[src/rtl/qtcore_scan_sequencer.sv]
// qtcore_scan_sequencer
//   On-chip controller for the qtcore A1 scan chain and run control. It holds a
//   CHAIN_LEN-bit image buffer that the host fills and reads one byte at a time.
//   On command it resets the core, swaps the image with the core scan chain, or
//   runs the core until it halts or a cycle budget runs out.
//
// Ports
//   clk_in, rst_n_in       clock (shared with the core), async active-low reset
//   cmd_valid_in/ready_out command handshake; ready only while IDLE
//   cmd_op_in              0=XCHG, 1=RUN, 2=CORE_RESET, 3=reserved
//   cmd_budget_in          RUN cycle budget (0 = run no cycles)
//   img_wr_en_in/addr/wdata byte write into the image (IDLE only)
//   img_rdata_out          combinational byte read, 0 for out-of-range addresses
//   scan_out_in, halt_in   core scan output and halt flag
//   core_rst_out, scan_en_out, scan_data_out, proc_en_out   core control pins
//   busy_out, done_out     not-IDLE flag, one-cycle completion pulse
//   halted_out, timeout_out, bad_cmd_out, run_cycles_out   status of last command
module qtcore_scan_sequencer #(
  parameter int CHAIN_LEN  = 160,
  parameter int BYTE_AW    = 5,
  parameter int CNT_W      = 8,
  parameter int MIN_RUN    = 4,
  parameter int RST_CYCLES = 2
) (
  input  logic               clk_in,
  input  logic               rst_n_in,
  input  logic               cmd_valid_in,
  output logic               cmd_ready_out,
  input  logic [1:0]         cmd_op_in,
  input  logic [CNT_W-1:0]   cmd_budget_in,
  input  logic               img_wr_en_in,
  input  logic [BYTE_AW-1:0] img_addr_in,
  input  logic [7:0]         img_wdata_in,
  output logic [7:0]         img_rdata_out,
  input  logic               scan_out_in,
  input  logic               halt_in,
  output logic               core_rst_out,
  output logic               scan_en_out,
  output logic               scan_data_out,
  output logic               proc_en_out,
  output logic               busy_out,
  output logic               done_out,
  output logic               halted_out,
  output logic               timeout_out,
  output logic               bad_cmd_out,
  output logic [CNT_W-1:0]   run_cycles_out
);

  localparam int N_BYTES  = CHAIN_LEN / 8;
  localparam int STEP_MAX = (CHAIN_LEN > RST_CYCLES) ? CHAIN_LEN : RST_CYCLES;
  localparam int STEP_W   = (STEP_MAX > 1) ? $clog2(STEP_MAX) : 1;

  typedef enum logic [2:0] {S_IDLE, S_RESET, S_SHIFT, S_RUN, S_DONE} state_t;

  state_t               state;
  logic [CHAIN_LEN-1:0] image;
  logic [STEP_W-1:0]    step;       // cycle index within RESET or SHIFT
  logic [CNT_W-1:0]     budget_q;

  // run_cycles_out doubles as the RUN cycle counter: before each RUN edge it
  // holds the number of completed cycles, after the exit edge the total.
  logic [CNT_W:0]   run_next;
  logic [CNT_W-1:0] run_sat;
  logic             budget_hit;
  logic             halt_ok;

  always_comb begin
    run_next   = {1'b0, run_cycles_out} + {{CNT_W{1'b0}}, 1'b1};
    run_sat    = run_next[CNT_W] ? {CNT_W{1'b1}} : run_next[CNT_W-1:0];
    budget_hit = (run_next == {1'b0, budget_q});
    halt_ok    = (run_cycles_out >= CNT_W'(MIN_RUN)) && halt_in;
  end

  // Byte-wise read with constant slices; unmatched (out-of-range) addresses read 0.
  always_comb begin
    img_rdata_out = '0;
    for (int k = 0; k < N_BYTES; k++) begin
      if (img_addr_in == BYTE_AW'(k)) img_rdata_out = image[8*k +: 8];
    end
  end

  always_ff @(posedge clk_in or negedge rst_n_in) begin
    // NOTE: the image buffer is reset on purpose: an aborted command must leave
    // no stale chain data visible to the host.
    if (!rst_n_in) begin
      state          <= S_IDLE;
      image          <= '0;
      step           <= '0;
      budget_q       <= '0;
      cmd_ready_out  <= 1'b1;
      core_rst_out   <= 1'b0;
      scan_en_out    <= 1'b0;
      scan_data_out  <= 1'b0;
      proc_en_out    <= 1'b0;
      busy_out       <= 1'b0;
      done_out       <= 1'b0;
      halted_out     <= 1'b0;
      timeout_out    <= 1'b0;
      bad_cmd_out    <= 1'b0;
      run_cycles_out <= '0;
    end else begin
      done_out <= 1'b0;
      case (state)
        S_IDLE: begin
          if (img_wr_en_in) begin
            for (int k = 0; k < N_BYTES; k++) begin
              if (img_addr_in == BYTE_AW'(k)) image[8*k +: 8] <= img_wdata_in;
            end
          end
          if (cmd_valid_in) begin
            cmd_ready_out <= 1'b0;
            busy_out      <= 1'b1;
            bad_cmd_out   <= 1'b0;
            step          <= '0;
            case (cmd_op_in)
              2'd0: begin
                state         <= S_SHIFT;
                scan_en_out   <= 1'b1;
                scan_data_out <= image[CHAIN_LEN-1];
              end
              2'd1: begin
                halted_out     <= 1'b0;
                run_cycles_out <= '0;
                budget_q       <= cmd_budget_in;
                if (cmd_budget_in == '0) begin
                  // Empty budget: finish without ever enabling the core.
                  state       <= S_DONE;
                  done_out    <= 1'b1;
                  timeout_out <= 1'b1;
                end else begin
                  state       <= S_RUN;
                  proc_en_out <= 1'b1;
                  timeout_out <= 1'b0;
                end
              end
              2'd2: begin
                state        <= S_RESET;
                core_rst_out <= 1'b1;
              end
              default: begin
                state       <= S_DONE;
                done_out    <= 1'b1;
                bad_cmd_out <= 1'b1;
              end
            endcase
          end
        end

        S_RESET: begin
          if (step == STEP_W'(RST_CYCLES - 1)) begin
            core_rst_out <= 1'b0;
            state        <= S_DONE;
            done_out     <= 1'b1;
          end else begin
            step <= step + 1'b1;
          end
        end

        S_SHIFT: begin
          // Image and core chain form one ring: MSB goes out, core bit comes in.
          image         <= {image[CHAIN_LEN-2:0], scan_out_in};
          scan_data_out <= image[CHAIN_LEN-2];
          if (step == STEP_W'(CHAIN_LEN - 1)) begin
            scan_en_out   <= 1'b0;
            scan_data_out <= 1'b0;
            state         <= S_DONE;
            done_out      <= 1'b1;
          end else begin
            step <= step + 1'b1;
          end
        end

        S_RUN: begin
          run_cycles_out <= run_sat;
          // Halt wins over budget expiry; early halts are ignored as stale.
          if (halt_ok || budget_hit) begin
            halted_out  <= halt_ok;
            timeout_out <= !halt_ok;
            proc_en_out <= 1'b0;
            state       <= S_DONE;
            done_out    <= 1'b1;
          end
        end

        S_DONE: begin
          state         <= S_IDLE;
          cmd_ready_out <= 1'b1;
          busy_out      <= 1'b0;
        end

        default: begin
          state         <= S_IDLE;
          cmd_ready_out <= 1'b1;
          busy_out      <= 1'b0;
        end
      endcase
    end
  end

endmodule

[config.mk]
export PLATFORM = sky130hd
export DESIGN_NAME = qtcore_scan_sequencer
export DESIGN_NICKNAME = d
export VERILOG_FILES = /design/src/rtl/qtcore_scan_sequencer.sv
export SDC_FILE = /design/constraint.sdc
export NUM_CORES = 1
export LEC_CHECK = 0
export ABC_AREA = 1
export ABC_CLOCK_PERIOD_IN_PS = 2650
export CAP_MARGIN = 15
export CORE_MARGIN = 2
export CORE_UTILIZATION = 35
export CTS_BUF_LIST = sky130_fd_sc_hd__clkbuf_4
export CTS_CLUSTER_DIAMETER = 60
export DETAILED_ROUTE_END_ITERATION = 10
export PLACE_DENSITY = 0.56
export RECOVER_POWER = 25
export SYNTH_ARGS = -nofsm -noshare
export SYNTH_HDL_FRONTEND = slang
export SYNTH_SLANG_ARGS = --single-unit
[constraint.sdc]
create_clock -name clk_in -period 2.65 [get_ports clk_in]
set_input_delay 0.53 -clock clk_in [delete_from_list [all_inputs] [get_ports clk_in]]
set_output_delay 0.53 -clock clk_in [all_outputs]
set_load 0.02 [all_outputs]
Word level (Yosys, flattened, before mapping)
Index checks and enable logic that the tools add are counted.
Storage, ports and cells
  flip-flop bits (word level): 197
  input bits: 29
  output and inout port bits: 26
  word-level logic and storage cells: 235
Cells by class
  add/sub/neg operators: 2
  magnitude comparators: 1
  equality and inequality tests: 58
  multiplexer cells: 94
  bitwise gates (word level): 1
  reductions and logical operators: 45
Operator list (number)
  8-bit 2-to-1 mux: 46
  160-bit case mux with 2 select lines: 1
  160-bit 2-to-1 mux: 1
  3-bit AND reduction: 23
  2-bit != test (second input constant): 28
  5-bit by 4-bit equality test with 1-bit output (second input constant): 8
  1-bit 2-to-1 mux: 27
  8-bit case mux with 3 select lines: 1
  5-bit by 3-bit equality test with 1-bit output (second input constant): 4
  5-bit equality test (second input constant): 4
  4-bit AND reduction: 5
  1-bit case mux with 2 select lines: 9
  8-bit case mux with 2 select lines: 1
  3-bit 2-to-1 mux: 5
  3-bit case mux with 4 select lines: 1
  5-bit by 2-bit equality test with 1-bit output (second input constant): 2
  8-bit by 1-bit adder with 9-bit output (second input constant): 1
  9-bit by 8-bit equality test with 1-bit output: 1
  3-bit case mux with 3 select lines: 1
  8-bit by 1-bit adder with 8-bit output (second input constant): 1
  8-bit by 1-bit equality test with 1-bit output (second input constant): 1
  8-bit equality test (second input constant): 1
  8-bit by 3-bit >= comparator with 1-bit output (second input constant): 1
  8-bit zero test: 1
  20 further kinds: 27

Logic depth before layout (Yosys ltp)
Gate-level depths: netlist of run 1.
  word-level depth: 21
  mapped depth: 15
  mapped depth without buffers: 15

Least setup slack after synthesis of run 1
Ideal clock, no wire load.
  path kind: input -> output
  start point: input img_addr_in[0]
  end point: output img_rdata_out[2]
  data arrival time: 1833 ps
  data required time: 2120 ps
  setup slack: 287 ps
  stages on the path: 13
  buffers on the path: 0
  cell sequence: nor2_1 > nand2_4 > nor2_2 > nand2_1 > nand4_1 > nor2_1 > nand4_1 > nand2_1 > nand3_1 > nand2_1 > nand4_1 > nor2_1 > nand3_1
Between the ends
  cells in the longest elaborated chain, start to end: 21
  elaborated cells between the ends (all ways): 40
  those cells by class: eq/ne (19); mux (20); reduce/logical (1)
Ends and longest elaborated chain
  start: declaration: line 32  | input logic [BYTE_AW-1:0] img_addr_in,
  5-bit zero test: line 78  | if (img_addr_in == BYTE_AW'(k)) img_rdata_out = image[8*k +: 8];
  8-bit 2-to-1 mux (19 in a row): line 78
  8-bit 2-to-1 mux (*): line 78
  end: declaration: line 34  | output logic [7:0] img_rdata_out,
Mark *: on every way between the ends. The rest lies on a longest branch, timed or not.

Worst setup path after layout of run 1
  start point: register image[3]
  end point: output img_rdata_out[3]
Between the ends
  cells in the longest elaborated chain, start to end: 20
Ends and longest elaborated chain
  start: declaration: line 56  | logic [CHAIN_LEN-1:0] image;
  start signal: indexed assignment: line 107  | if (img_addr_in == BYTE_AW'(k)) image[8*k +: 8] <= img_wdata_in;
  start signal: assignment: line 161  | image <= {image[CHAIN_LEN-2:0], scan_out_in};
  8-bit 2-to-1 mux (20 in a row): line 78
Every way passes these cells.

==> flow_summary.toml, run 1 <==
[run_status]
status = "finished, violations left"
violations = "setup timing"

[worst_setup_path]
cp.arrival_ps = 2580
critical_path_required_ps = 2120
slowest_stage = "dfrtp_1"
r2r.worst_path.cells = 4
crit_top_cell = "nand4_1"
path_cells = "nand4_1, nand2_1, nor2_2, nand4_1, nand2_1, nand4_1, nor2_2, nand4_1, nor2_1, nand3_1, nor2_1, nand3_1, buf_2"
critical_path_buf_inv_count = 1
crit_family = "simple AND/OR/NAND/NOR gates"
worstSetupPathDepth = 13
max_stage_delay_ps = 440
cp-end-kind = "primary output"
startpoint_type = "register"
r2r_setup_slack_ps = 180
crit_fanout = 3
crit_type = "reg -> out"

[timing]
fmax_mhz = 322
rsz0062_at_grt = "yes"
hold_slack_ps = 437
setup_viol = 8
relSlewSlack_pct = 1.17
fin_crit_sh_pct = 117
fin_ws_ps = -457
tightestPinTransition_ps = 1480
fin_worst_skew_ps = 32.1
slew_viol_final = 0
min_period_ps = 3110
hold_violations = 0

[pwr]
total_power_mw = 14.0
leakage_nw = 6.12
p_per_area_mw_per_mm2 = 1090
ir_worst_vdd_uv = 514

[grt]
grt_max_degree = 96
overflow = 0
grt_pass1_vias = 9119
antenna_found_initial = 2
grt_pass1_wl_um = 50300
grt.total_usage_pct = 20.4

[clocking]
cts-root-buf = "clkbuf_4"
clockBufferDepth = 2
cts_max_level = 4
cts.sinks = 197
cts_tree = "built"
clkTransAtPathRegs_ps = 190
clkLatencyLatePin_ps = 610
numCtsBuffers = 17

[routing]
finalWirelength_um = 31300
drcViolationCount = 0
routedWlPerCell_um = 16.5
ant_nets = 0
detail_route.iter0.violations = 591
vias_per_cell = 4.99
dr_total_vias = 9488
drt_first_pass_iters = 8

[floorplanning]
start_util_pct = 35.3
die_h_um = 179
core_area_mm2 = 0.0303
die_x_um = 179
ioPinCount = 55
die-area_mm2 = 0.0321
rows = 64

[worst_hold_path]
whs_path_depth = 3
hp-class = "in -> reg"

[synthesis]
synth-seq-cells = 197
syn_inst = 1358
yosys.cell_types.count = 40
synth_edf_count = 0
syn_nets = 1391
synth_ff_type = "dfrtp_1"
synth_area_per_cell_um2 = 7.90
seq_area_frac_synth_pct = 46.0
ys_async_sr_fraction_pct = 100
yosysWarnings = 0
syn_area_mm2 = 0.0107

[placement]
placed_cell_area_mm2 = 0.0124
pre_cts_slack_ps = -1270
io_buffers = 54
dp_hpwl_um = 21300
place.gp.congestion = 0.845

[layout]
design_area_mm2 = 0.0128
nets = 1525
areaGrowthSynthToFinish_pct = 19.5
layout-drive-gt1-share_pct = 21.3
n_fill_cell = 3076

[job]
cap_violations = 0
==> cells in the final DEF, fill, tap and decap left out, types with 3 or more instances in the layout <==
cell type / n
a21o_1: 8
a21oi_1: 81
a31oi_1: 4
buf_12: 5
buf_2: 6
buf_4: 107
buf_6: 7
clkbuf_4: 22
clkdlybuf4s50_1: 40
dfrtp_1: 196
ha_1: 4
inv_1: 129
inv_2: 12
inv_6: 7
mux2_2: 84
nand2_1: 368
nand2_2: 14
nand3_1: 37
nand3_2: 8
nand4_1: 32
nor2_1: 125
nor2_2: 16
nor2_4: 13
nor3_1: 7
nor4_1: 3
o21ai_0: 107
o21ai_1: 13
o21ai_2: 6
o22ai_1: 5
xor2_1: 10
==> cells in the mapped netlist (all sizes together) (10+ instances only) <==
master / instances / share of area (%)
xor2: 10 / 0.82
nand2: 383 / 14
inv: 143 / 5.0
o21ai: 128 / 6.4
dfrtp: 196 / 46
nand4: 32 / 1.9
nor2: 153 / 6.1
mux2: 85 / 8.9
clkbuf: 20 / 0.70
buf: 36 / 1.7
nand3: 45 / 2.2
a21oi: 81 / 3.8
==> layer usage <==
| metal | wire (µm) | GRT usage, % |
|---|---|---|
| met5 | 0 | 0 |
| met3 | 1130 | 2.97 |
| met1 | 14500 | 28.1 |
| met4 | 888 | 7.18 |
| met2 | 14800 | 32.7 |
==> cells by family after synthesis <==
group	share of synthesized area (%)
flops	46.0
compound gates	11.9
simple gates	24.4
mux	8.93
buf+inv	7.41
xor+xnor	0.898
fa+ha+maj	0.467
==> cell type report <==
class | instances | area, µm² | area share (%)
Multi-Input combinational cell | 962 | 5120 | 39.9
Sequential cell | 197 | 4930 | 38.5
Timing Repair Buffer | 170 | 1450 | 11.3
Inverter | 144 | 547 | 4.27
Tap cell | 396 | 495 | 3.87
Clock buffer | 20 | 150 | 1.17
Clock inverter | 12 | 116 | 0.908
Antenna cell | 2 | 5.00 | 0.0390
==> path summary, 6_finish.rpt <==
path	from	end
setup / recovery	image[3]	img_rdata_out[3]
hold / removal	cmd_budget_in[2]	budget_q[2]
setup reg to reg	state[2]	image[125]
hold reg to reg	busy_out	busy_out
max in group asynchronous	rst_n_in	image[48]
min in group asynchronous	rst_n_in	timeout_out
==> registers in the layout, indices dropped and copies added, names as in the netlist <==
register / flops
proc_en_out: 1
busy_out: 1
core_rst_out: 1
bad_cmd_out: 1
done_out: 1
step: 8
scan_data_out: 1
budget_q: 8
cmd_ready_out: 1
image: 160
timeout_out: 1
run_cycles_out: 8
halted_out: 1
scan_en_out: 1
state: 3
==> worst register-to-register path, cell delays in order (launching register included) <==
cell and delay (ps):
dfrtp_1 450, nor2_1 190, nand2_1 450, o21ai_1 860
mux2_2 410
==> through the flow <==
step / utilization [%] / instances / setup TNS [ps]
2_1_floorplan: - / 1358 / 0
3_3_place_gp: 40.8 / 1857 / -19780
3_5_place_dp: 40.8 / 1857 / -19880
4_1_cts: 42.1 / 1899 / -2770
5_1_grt: 42.2 / 1903 / -8360
6_report: 42.2 / 1903 / -2400
==> power by group <==
| group | leakage [nW] | switching, mW | internal (mW) |
|---|---|---|---|
| sequential | 2.33 | 0.934 | 4.48 |
| combinational | 3.64 | 3.97 | 2.95 |
| clock | 0.148 | 1.13 | 0.516 |
| total | 6.12 | 6.04 | 7.95 |
==> repair_timing <==
action,in CTS,in global routing
endpoints found under the hold margin,50,0
pin swaps,21,29
gates cloned,1,0
hold buffers,1,0
buffers inserted,8,2
endpoints found under the setup margin,8,8
resized for setup,89,17
No activity file was read; power rests on OpenSTA's default activity.
==> inputs of run 2 (changes only) <==
CTS_CLUSTER_SIZE = 28   (was default)
==> results of run 2 <==
The final DEF is identical to that of run 1; final timing and power are the same.
==> inputs of run 3 (changes only) <==
CTS_CLUSTER_SIZE = 30   (was 28)
HOLD_SLACK_MARGIN = 0.02   (was default)
==> results of run 3 <==
The final DEF is identical to that of run 1; final timing and power are the same.
